$ cat src/rtl/iana_trace_buffer_if.sv
// ---------------------------------------------------------------------------
// iana_trace_buffer_if
//
// Bundles the trace-capture, host-readout and stall-handshake signals of the
// IANA trace buffer.
//
//   master : the side that feeds the buffer (trace source and host reader).
//            It drives iana_in, capture_en, clear_in and rd_req.
//   slave  : the trace buffer itself.
//            It drives rd_data, rd_valid, count_out, overflow_out and the
//            stall_enable_out / stall_disable_out pulses.
//
// DEPTH sizes count_out. It must match the DEPTH of the attached buffer.
// ---------------------------------------------------------------------------
interface iana_trace_buffer_if #(
  parameter int DEPTH = 16
) ();
  localparam int CW = $clog2(DEPTH) + 1;

  logic [127:0]  iana_in;
  logic          capture_en;
  logic          clear_in;
  logic          rd_req;
  logic [31:0]   rd_data;
  logic          rd_valid;
  logic [CW-1:0] count_out;
  logic          overflow_out;
  logic          stall_enable_out;
  logic          stall_disable_out;

  modport master (
    output iana_in,
    output capture_en,
    output clear_in,
    output rd_req,
    input  rd_data,
    input  rd_valid,
    input  count_out,
    input  overflow_out,
    input  stall_enable_out,
    input  stall_disable_out
  );

  modport slave (
    input  iana_in,
    input  capture_en,
    input  clear_in,
    input  rd_req,
    output rd_data,
    output rd_valid,
    output count_out,
    output overflow_out,
    output stall_enable_out,
    output stall_disable_out
  );
endinterface

$ cat src/rtl/iana_trace_buffer.sv
// ---------------------------------------------------------------------------
// iana_trace_buffer
//
// Circular FIFO of DEPTH 128-bit trace words captured from the CPU's IANA
// port. A host reads each entry out as four 32-bit words, starting with the
// most significant word. A two-state stall FSM tells the CPU to stop issuing
// when the FIFO fills to HI_MARK. It releases the CPU once the host has
// drained the FIFO to LO_MARK.
//
// Ports
//   clk    : single clock, rising edge
//   rst_n  : asynchronous active-low reset; its release is synchronised
//            internally
//   bus    : slave side of iana_trace_buffer_if
//     iana_in / capture_en   : trace word and its capture strobe
//     clear_in               : synchronous flush; overrides capture and read
//     rd_req                 : host consumes the current rd_data word
//     rd_data / rd_valid     : current readout word and the non-empty flag
//     count_out              : number of stored entries (0..DEPTH)
//     overflow_out           : sticky; set when a capture is dropped while full
//     stall_enable_out       : one-cycle pulse when entering STALLED
//     stall_disable_out      : one-cycle pulse when returning to RUN
//
// Parameters: DEPTH must be a power of two and at least 8.
// The marks must satisfy LO_MARK < HI_MARK <= DEPTH.
// ---------------------------------------------------------------------------
module iana_trace_buffer #(
  parameter int DEPTH   = 16,
  parameter int HI_MARK = 12,
  parameter int LO_MARK = 4
) (
  input  logic                 clk,
  input  logic                 rst_n,
  iana_trace_buffer_if.slave   bus
);

  localparam int AW = $clog2(DEPTH);
  localparam int CW = AW + 1;

  localparam logic [CW-1:0] DEPTH_C = CW'(DEPTH);
  localparam logic [CW-1:0] HI_C    = CW'(HI_MARK);
  localparam logic [CW-1:0] LO_C    = CW'(LO_MARK);

  typedef enum logic {
    ST_RUN     = 1'b0,
    ST_STALLED = 1'b1
  } state_t;

  // -------------------------------------------------------------------------
  // Reset release synchroniser.
  // The state registers below are cleared asynchronously by rst_n.
  // Capture, read and flush stay blocked until ready_q rises on the first
  // edge after release. The first capture can therefore land on the second
  // rising edge.
  // -------------------------------------------------------------------------
  logic ready_q;

  always_ff @(posedge clk or negedge rst_n) begin
    if (!rst_n) begin
      ready_q <= 1'b0;
    end else begin
      ready_q <= 1'b1;
    end
  end

  // -------------------------------------------------------------------------
  // Storage. Its contents are deliberately left unreset.
  // -------------------------------------------------------------------------
  logic [127:0]  mem [DEPTH];

  logic [AW-1:0] wr_ptr_q,   wr_ptr_d;
  logic [AW-1:0] rd_ptr_q,   rd_ptr_d;
  logic [CW-1:0] count_q,    count_d;
  logic [1:0]    word_sel_q, word_sel_d;
  logic          overflow_q, overflow_d;

  state_t        state_q,    state_d;
  logic          stall_en_q, stall_en_d;
  logic          stall_dis_q, stall_dis_d;

  logic          full;
  logic          empty;
  logic          flush;
  logic          wr_fire;
  logic          wr_drop;
  logic          rd_fire;
  logic          pop;

  assign full  = (count_q == DEPTH_C);
  assign empty = (count_q == '0);
  assign flush = ready_q & bus.clear_in;

  // Fullness is judged on the current count, before any pop in the same
  // cycle. A capture while full is dropped even if an entry leaves this
  // cycle.
  assign wr_fire = ready_q & bus.capture_en & ~bus.clear_in & ~full;
  assign wr_drop = ready_q & bus.capture_en & ~bus.clear_in &  full;
  assign rd_fire = ready_q & bus.rd_req     & ~bus.clear_in & ~empty;
  assign pop     = rd_fire & (word_sel_q == 2'd3);

  always_ff @(posedge clk) begin
    if (wr_fire) begin
      mem[wr_ptr_q] <= bus.iana_in;
    end
  end

  // -------------------------------------------------------------------------
  // Pointer / count / word-select next state.
  // -------------------------------------------------------------------------
  always_comb begin
    wr_ptr_d   = wr_ptr_q;
    rd_ptr_d   = rd_ptr_q;
    count_d    = count_q;
    word_sel_d = word_sel_q;
    overflow_d = overflow_q;

    if (flush) begin
      wr_ptr_d   = '0;
      rd_ptr_d   = '0;
      count_d    = '0;
      word_sel_d = 2'd0;
      overflow_d = 1'b0;
    end else begin
      if (wr_fire) begin
        // DEPTH is a power of two, so the pointers wrap on their own.
        wr_ptr_d = wr_ptr_q + AW'(1);
      end
      if (rd_fire) begin
        // Steps 0,1,2,3 and then wraps back to 0 on the popping read.
        word_sel_d = word_sel_q + 2'd1;
      end
      if (pop) begin
        rd_ptr_d = rd_ptr_q + AW'(1);
      end
      // A write and a pop in the same cycle cancel out in the count.
      count_d = count_q + CW'(wr_fire) - CW'(pop);
      if (wr_drop) begin
        overflow_d = 1'b1;
      end
    end
  end

  always_ff @(posedge clk or negedge rst_n) begin
    if (!rst_n) begin
      wr_ptr_q   <= '0;
      rd_ptr_q   <= '0;
      count_q    <= '0;
      word_sel_q <= 2'd0;
      overflow_q <= 1'b0;
    end else begin
      wr_ptr_q   <= wr_ptr_d;
      rd_ptr_q   <= rd_ptr_d;
      count_q    <= count_d;
      word_sel_q <= word_sel_d;
      overflow_q <= overflow_d;
    end
  end

  // -------------------------------------------------------------------------
  // Readout. The head entry is split into four 32-bit words.
  // Word 0 is the most significant.
  // -------------------------------------------------------------------------
  logic [127:0] head_entry;
  logic [31:0]  head_words [4];

  assign head_entry = mem[rd_ptr_q];

  generate
    for (genvar gi = 0; gi < 4; gi++) begin : g_word
      assign head_words[gi] = head_entry[127 - 32*gi -: 32];
    end
  endgenerate

  // Gated to zero when empty, so the host never sees stale or unwritten RAM.
  assign bus.rd_data      = empty ? 32'd0 : head_words[word_sel_q];
  assign bus.rd_valid     = ~empty;
  assign bus.count_out    = count_q;
  assign bus.overflow_out = overflow_q;

  // -------------------------------------------------------------------------
  // Stall FSM: state register.
  // The pulse flops are updated together with the state, so each pulse
  // appears in the cycle right after the transition edge.
  // -------------------------------------------------------------------------
  always_ff @(posedge clk or negedge rst_n) begin
    if (!rst_n) begin
      state_q     <= ST_RUN;
      stall_en_q  <= 1'b0;
      stall_dis_q <= 1'b0;
    end else begin
      state_q     <= state_d;
      stall_en_q  <= stall_en_d;
      stall_dis_q <= stall_dis_d;
    end
  end

  // Stall FSM: next state. A flush always returns to RUN.
  always_comb begin
    state_d = state_q;
    if (flush) begin
      state_d = ST_RUN;
    end else begin
      case (state_q)
        ST_RUN:     if (count_q >= HI_C) state_d = ST_STALLED;
        ST_STALLED: if (count_q <= LO_C) state_d = ST_RUN;
        default:    state_d = ST_RUN;
      endcase
    end
  end

  // Stall FSM: outputs.
  // A pulse is raised only on an actual state change. Each change flips the
  // state, so the two pulses can never coincide.
  always_comb begin
    stall_en_d  = (state_q == ST_RUN)     && (state_d == ST_STALLED);
    stall_dis_d = (state_q == ST_STALLED) && (state_d == ST_RUN);
  end

  assign bus.stall_enable_out  = stall_en_q;
  assign bus.stall_disable_out = stall_dis_q;

endmodule

$ cat src/flat_wrapper.sv
// flat-port wrapper written by rule: the top's interface ports become plain ports
module iana_trace_buffer_flat 
#(
  parameter int DEPTH   = 16,
  parameter int HI_MARK = 12,
  parameter int LO_MARK = 4
)
  (clk, rst_n, bus_iana_in, bus_capture_en, bus_clear_in, bus_rd_req, bus_rd_data, bus_rd_valid, bus_count_out, bus_overflow_out, bus_stall_enable_out, bus_stall_disable_out);
  iana_trace_buffer_if #(.DEPTH(DEPTH)) bus_i ();
  input  logic clk;
  input  logic rst_n;
  input wire logic [$bits(bus_i.iana_in)-1:0] bus_iana_in;
  input wire logic [$bits(bus_i.capture_en)-1:0] bus_capture_en;
  input wire logic [$bits(bus_i.clear_in)-1:0] bus_clear_in;
  input wire logic [$bits(bus_i.rd_req)-1:0] bus_rd_req;
  output wire logic [$bits(bus_i.rd_data)-1:0] bus_rd_data;
  output wire logic [$bits(bus_i.rd_valid)-1:0] bus_rd_valid;
  output wire logic [$bits(bus_i.count_out)-1:0] bus_count_out;
  output wire logic [$bits(bus_i.overflow_out)-1:0] bus_overflow_out;
  output wire logic [$bits(bus_i.stall_enable_out)-1:0] bus_stall_enable_out;
  output wire logic [$bits(bus_i.stall_disable_out)-1:0] bus_stall_disable_out;
  assign bus_i.iana_in = bus_iana_in;
  assign bus_i.capture_en = bus_capture_en;
  assign bus_i.clear_in = bus_clear_in;
  assign bus_i.rd_req = bus_rd_req;
  assign bus_rd_data = bus_i.rd_data;
  assign bus_rd_valid = bus_i.rd_valid;
  assign bus_count_out = bus_i.count_out;
  assign bus_overflow_out = bus_i.overflow_out;
  assign bus_stall_enable_out = bus_i.stall_enable_out;
  assign bus_stall_disable_out = bus_i.stall_disable_out;
  iana_trace_buffer #(.DEPTH(DEPTH), .HI_MARK(HI_MARK), .LO_MARK(LO_MARK)) u_core (.clk(clk), .rst_n(rst_n), .bus(bus_i));
endmodule
$ cat config.mk
export PLATFORM = sky130hd
export DESIGN_NAME = iana_trace_buffer_flat
export DESIGN_NICKNAME = d
export VERILOG_FILES = /design/src/rtl/iana_trace_buffer_if.sv /design/src/rtl/iana_trace_buffer.sv /design/src/flat_wrapper.sv
export SDC_FILE = /design/constraint.sdc
export NUM_CORES = 2
export LEC_CHECK = 0
export CAP_MARGIN = 20
export CELL_PAD_IN_SITES_DETAIL_PLACEMENT = 0
export CELL_PAD_IN_SITES_GLOBAL_PLACEMENT = 1
export CORE_ASPECT_RATIO = 1.5
export CORE_MARGIN = 4
export CORE_UTILIZATION = 50
export DETAILED_ROUTE_END_ITERATION = 10
export PLACE_DENSITY_LB_ADDON = 0.1
export SYNTH_ARGS = -nofsm -noshare
export SYNTH_HDL_FRONTEND = slang
export SYNTH_SLANG_ARGS = --single-unit
$ cat constraint.sdc
create_clock -name clk -period 5 [get_ports clk]
set_clock_uncertainty 0.1 [all_clocks]
set_input_delay 1.25 -clock clk [delete_from_list [all_inputs] [get_ports clk]]
set_output_delay 1.25 -clock clk [all_outputs]
set_load 0.03 [all_outputs]
* After elaboration in Yosys (flattened, before gate mapping) *
Memory sizes are Yosys's and may differ from the RTL's.
Cells that the tools add are included.

storage, ports and cells
  flip-flop bits (word level) = 20
  RAM bits = 2048
  bits of input ports = 133
  output and inout port bits = 41
  logic and storage cells = 61
  memories = 1

operators by class
  $add $sub $neg = 5
  $lt $le $gt $ge = 3
  eq/ne operators = 2
  multiplexer cells = 19
  bitwise logic cells = 15
  reductions and logical operators = 7

memories
  name        depth  bits a word  read ports  clocked after Yosys merged registers in  wr ports  RTL line                 source
  u_core.mem  16     128          1           0                                        1         iana_trace_buffer.sv:69  logic [127:0] mem [DEPTH];

operators with widths
  kind                   number
  $mux W32               3
  $bmux W32 S2           1
  $mux W4                4
  $and A1 B1 Y1          9
  $add A4 B1 Y4 const B  2
  $reduce_bool A2 Y1     4
  $mux W1                7
  $add A5 B1 Y5          1
  $eq A5 B5 Y1 const B   1
  $ge A5 B4 Y1 const B   1
  $le A5 B3 Y1 const B   1
  $logic_not A5 Y1       1
  $mux W5                1
  $not A1 Y1             5
  $sub A5 B1 Y5          1
  $mux W2                2
  $ge A3 B3 Y1 const B   1
  $not A2 Y3             1
  $add A2 B1 Y2 const B  1
  $eq A2 B2 Y1 const B   1
  $logic_and A1 B1 Y1    2
  $pmux W1 S2            1

* Longest topological paths before layout *
  depth after elaboration = 6
  mapped depth = 17

* Least setup slack after synthesis *
OpenSTA, ideal clock, no wires.

  kind = input port to flip-flop
  start = input port bus_clear_in
  end = memory u_core.mem[4][0], enable pin
  arrival = 5075 ps
  data required time = 4397 ps
  path slack = -678 ps
  cell stages on the path = 5
  cell sequence = nand3b_1 -> a31oi_1 -> nand2_1 -> nor2_1 -> and2_1

between the ends
  cells in the longest elaborated chain, start to end = 5

RTL lines
  what                           RTL line                  source
  start: declaration             flat_wrapper.sv:14        input wire logic [$bits(bus_i.clear_in)-1:0] bus_clear_in;
  $not A1 Y1                     iana_trace_buffer.sv:96   assign wr_fire = ready_q & bus.capture_en & ~bus.clear_in & ~full;
  $and A1 B1 Y1 (2 in a row)     iana_trace_buffer.sv:96
  $mux W1                        iana_trace_buffer.sv:102  if (wr_fire) begin
  $mux W1 (not written as such)  iana_trace_buffer.sv:103  mem[wr_ptr_q] <= bus.iana_in;
  end: declaration               iana_trace_buffer.sv:69

Every way passes these cells.

* Worst setup path after layout *
  start = register u_core.rd_ptr_q[1]
  end = output port bus_rd_data[25]

between the ends
  cells in the longest elaborated chain, start to end = 5

RTL lines
  what                                         RTL line                  source
  start: declaration                           iana_trace_buffer.sv:72   logic [AW-1:0] rd_ptr_q, rd_ptr_d;
  start signal: assignment                     iana_trace_buffer.sv:152  rd_ptr_q <= rd_ptr_d;
  $mem_v2 Z16 W128                             n/a
  $bmux W32 S2                                 iana_trace_buffer.sv:175  assign bus.rd_data = empty ? 32'd0 : head_words[word_sel_q];
  $mux W32 (not written as such) (2 in a row)  iana_trace_buffer.sv:175
  $mux W32                                     iana_trace_buffer.sv:175
  end: declaration                             flat_wrapper.sv:16        output wire logic [$bits(bus_i.rd_data)-1:0] bus_rd_data;

Every way passes these cells. The select of a mux whose other input is x is not followed.

==> results_dict.tcl <==
set metrics [dict create \
    status "completed" \
    fmaxAchievable_ghz 0.204 \
    start_kind "flop" \
    synthCells 3355 \
    core_um2 157000 \
    power_mw 36.5 \
    vias_per_cell 6.23 \
    worstPathCellList "buf_12 -> buf_4 -> buf_16 -> mux4_2 -> mux4_2 -> a2bb2oi_1 -> nand3_1 -> o211ai_1 -> buf_4" \
    grt_overflow 0 \
    slowest_delay_ns 0.53 \
    design.portCount 174 \
    synth_compound_area_share_pct 1.49 \
    endpoint_kind "output port" \
    p_leak_nw 28.0 \
    holdPathStages 1 \
    antenna_found_initial 24 \
    finalHoldViolCount 0 \
    cp_num_cells 9 \
    clock_sinks 2068 \
    synth_area_um2 79300 \
    slew_violations 0 \
    dp_hpwl_um 120000 \
    worstPathMaxFanout 38 \
    placementRows 178 \
    drv_cap 0 \
    initial_utilization_pct 50.4 \
    fin_area_um2 91800 \
    grt_pass1_wl_um 294000 \
    yosys.cell_types.count 55 \
    synth-xor-area-share_pct 0.0884 \
    antenna_left 0 \
    worst_slew_pin_slew_ns 0.806 \
    synthArstFlopShare_pct 0.967 \
    finalCriticalPeriod_ns 4.90 \
    ys.flop_type "edfxtp_1" \
    gp_congestion 0.769 \
    post_cts_hold_buffer_count 0 \
    postLayoutCoreUtil_pct 58.4 \
    h-tree-depth 4 \
    synth_area_leader_cell "edfxtp_1" \
    synth_edf_count 2048 \
    yosys_warnings 0 \
    clk_pin_slew_ns 0.06 \
    regArea_um2 62000 \
    synth_fa_ha_area_share_pct 0.278 \
    crit_family "multiplexers" \
    drc 0 \
    grt_usage_pct 25.2 \
    synthTopCellsByCount "edfxtp_1 (2048), mux4_2 (536), mux2i_1 (163), nand2_1 (68), a22oi_1 (66)" \
    arrival_ns 3.55 \
    critPathRequiredTime_ns 3.65 \
    cpMaxStageDelayCell "mux4_2" \
    syn_nets 3505 \
    yosysMostFrequentCell "edfxtp_1" \
    yosys-top-cells-area "edfxtp_1 (78%), mux4_2 (15%), mux2i_1 (2.1%)" \
    post_drt_wl_per_cell_um 34.5 \
    hold_path_class "flop to flop" \
    cellPowerDensity_nw_per_um2 398 \
    dieHeight_um 496 \
    finalCritPeriodShare_pct 98.0 \
    clk_latency_ns 0.81 \
    first_global_vias 39100 \
    drive_above_1_share_pct 28.8 \
    ctsLongestPathBuffers 3 \
    ir_drop_uv 358 \
    cp.buffers_inverters 4 \
    drt_first_iter_violations 3720 \
    rr_worst_depth 16 \
    syn_area_per_cell_um2 23.6 \
    die_x_um 333 \
    yosysTopAreaCellShare_pct 77.5 \
    rsz0062_at_grt "true" \
    finalWirelength_um 207000 \
    path_class "flop to output port" \
    fin_nets 3934 \
    yosysSeqAreaShare_pct 78.2 \
    grt_max_degree 58 \
    area_delta_synth_final_pct 15.8 \
    die-area_um2 165000 \
    port_buffers 173 \
    synth_top_family_by_area "multiplexers" \
    slew_headroom_pct 46.1 \
    fill_cells 11400 \
    synthSimpleGateAreaFrac_pct 1.16 \
    muxShareOfSynthArea_pct 17.4 \
    placed_cell_area_um2 85300 \
    cts_buffers 189 \
    synth_seq_cells 2068 \
    cts_tree "done" \
    vias 37400 \
    setup-violations-final 0 \
    multi_input_area_um2 16300 \
    dr.pass1.iters 7 \
    cts-root-buf "clkbuf_16" \
]
[power breakdown]
part,total [mW],leakage (nW),switching (mW),internal (mW)
logic,3.07,6.37,2.03,1.04
clock network,14.1,2.93,6.20,7.93
registers,19.3,18.7,0.103,19.2
total,36.5,28.0,8.33,28.2
[area by class of cell]
type	instances	area share, %
antenna	5	0.0136
timing repair buffer	415	5.24
multi-input combinational	1095	17.8
inverter	15	0.0613
tap	2070	2.82
clock inverter	111	1.07
clock buffer	228	5.45
sequential	2068	67.5
[stage by stage]
stage	cells	hold slack [ns]	TNS [ns]	setup slack (ns)
after global placement	5638	0.381	0	0.287
after detailed placement	5638	0.381	0	0.313
final	6007	0.400	0	0.0995
after CTS	6000	0.403	-0.00441	-0.00441
after global routing	6004	0.428	-0.0286	-0.0286
after floorplan	3355	0.333	0	0.751
[sequential cells by signal (all words and copies together) (netlist names)]
register	count
u_core.ready_q	1
u_core.rd_ptr_q	4
u_core.bus.stall_disable_out	1
u_core.mem	2048
u_core.word_sel_q	2
u_core.state_q	1
u_core.wr_ptr_q	4
u_core.bus.stall_enable_out	1
u_core.bus.count_out	5
u_core.bus.overflow_out	1
[path summary, 6_finish.rpt]
check / startpoint / endpoint / slack [ns]
setup / recovery: u_core.rd_ptr_q[1] / bus_rd_data[25] / 0.1
hold / removal: u_core.state_q / u_core.bus.stall_enable_out / 0.40
setup reg to reg: u_core.bus.count_out[3] / u_core.bus.count_out[4] / 1.64
hold reg to reg: u_core.state_q / u_core.bus.stall_enable_out / 0.40
max in group asynchronous: rst_n / u_core.rd_ptr_q[0] / 3.83
min in group asynchronous: rst_n / u_core.bus.stall_enable_out / 0.56
[cell usage in the layout (no fill, tap or decap), drive strengths merged, types with 5 or more instances in the layout]
master            n
nor2b             7
a221oi           15
a21oi            20
and2             22
a22oi            66
clkinv           81
clkinvlp         10
dfrtp            20
edfxtp         2048
nor2             30
clkdlybuf4s50   141
nand2            68
clkbuf          230
mux2i           163
ha               16
bufinv           16
mux2              9
o21ai            33
mux4            536
diode             5
nand3            41
inv              19
buf             268
a32oi            14
xor2              5
[timing repair]
action | 4_1_cts | 5_1_grt
pin swaps | 0 | 1
setup buffers | 20 | 0
setup endpoints to repair | 32 | 12
gates resized for setup | 22 | 18
gates cloned | 3 | 1
[per-layer routing]
layer,GRT usage (%),wire (um)
met3,4.15,11300
met2,43.9,109000
met5,0,137
met4,6.25,4780
met1,33.6,82300
[cell families (layout without fill, tap and decap cells)]
group / count (synthesis) / in the layout
XOR/XNOR: 8 / 8
adder cells (fa/ha/maj): 17 / 17
AND/OR/NAND/NOR: 192 / 192
other: 1 / 6
AO/OA/AOI/OAI: 169 / 169
buffers and inverters: 192 / 769
multiplexers: 708 / 708
flip-flops: 2068 / 2068
(Power assumes the default switching activity.)
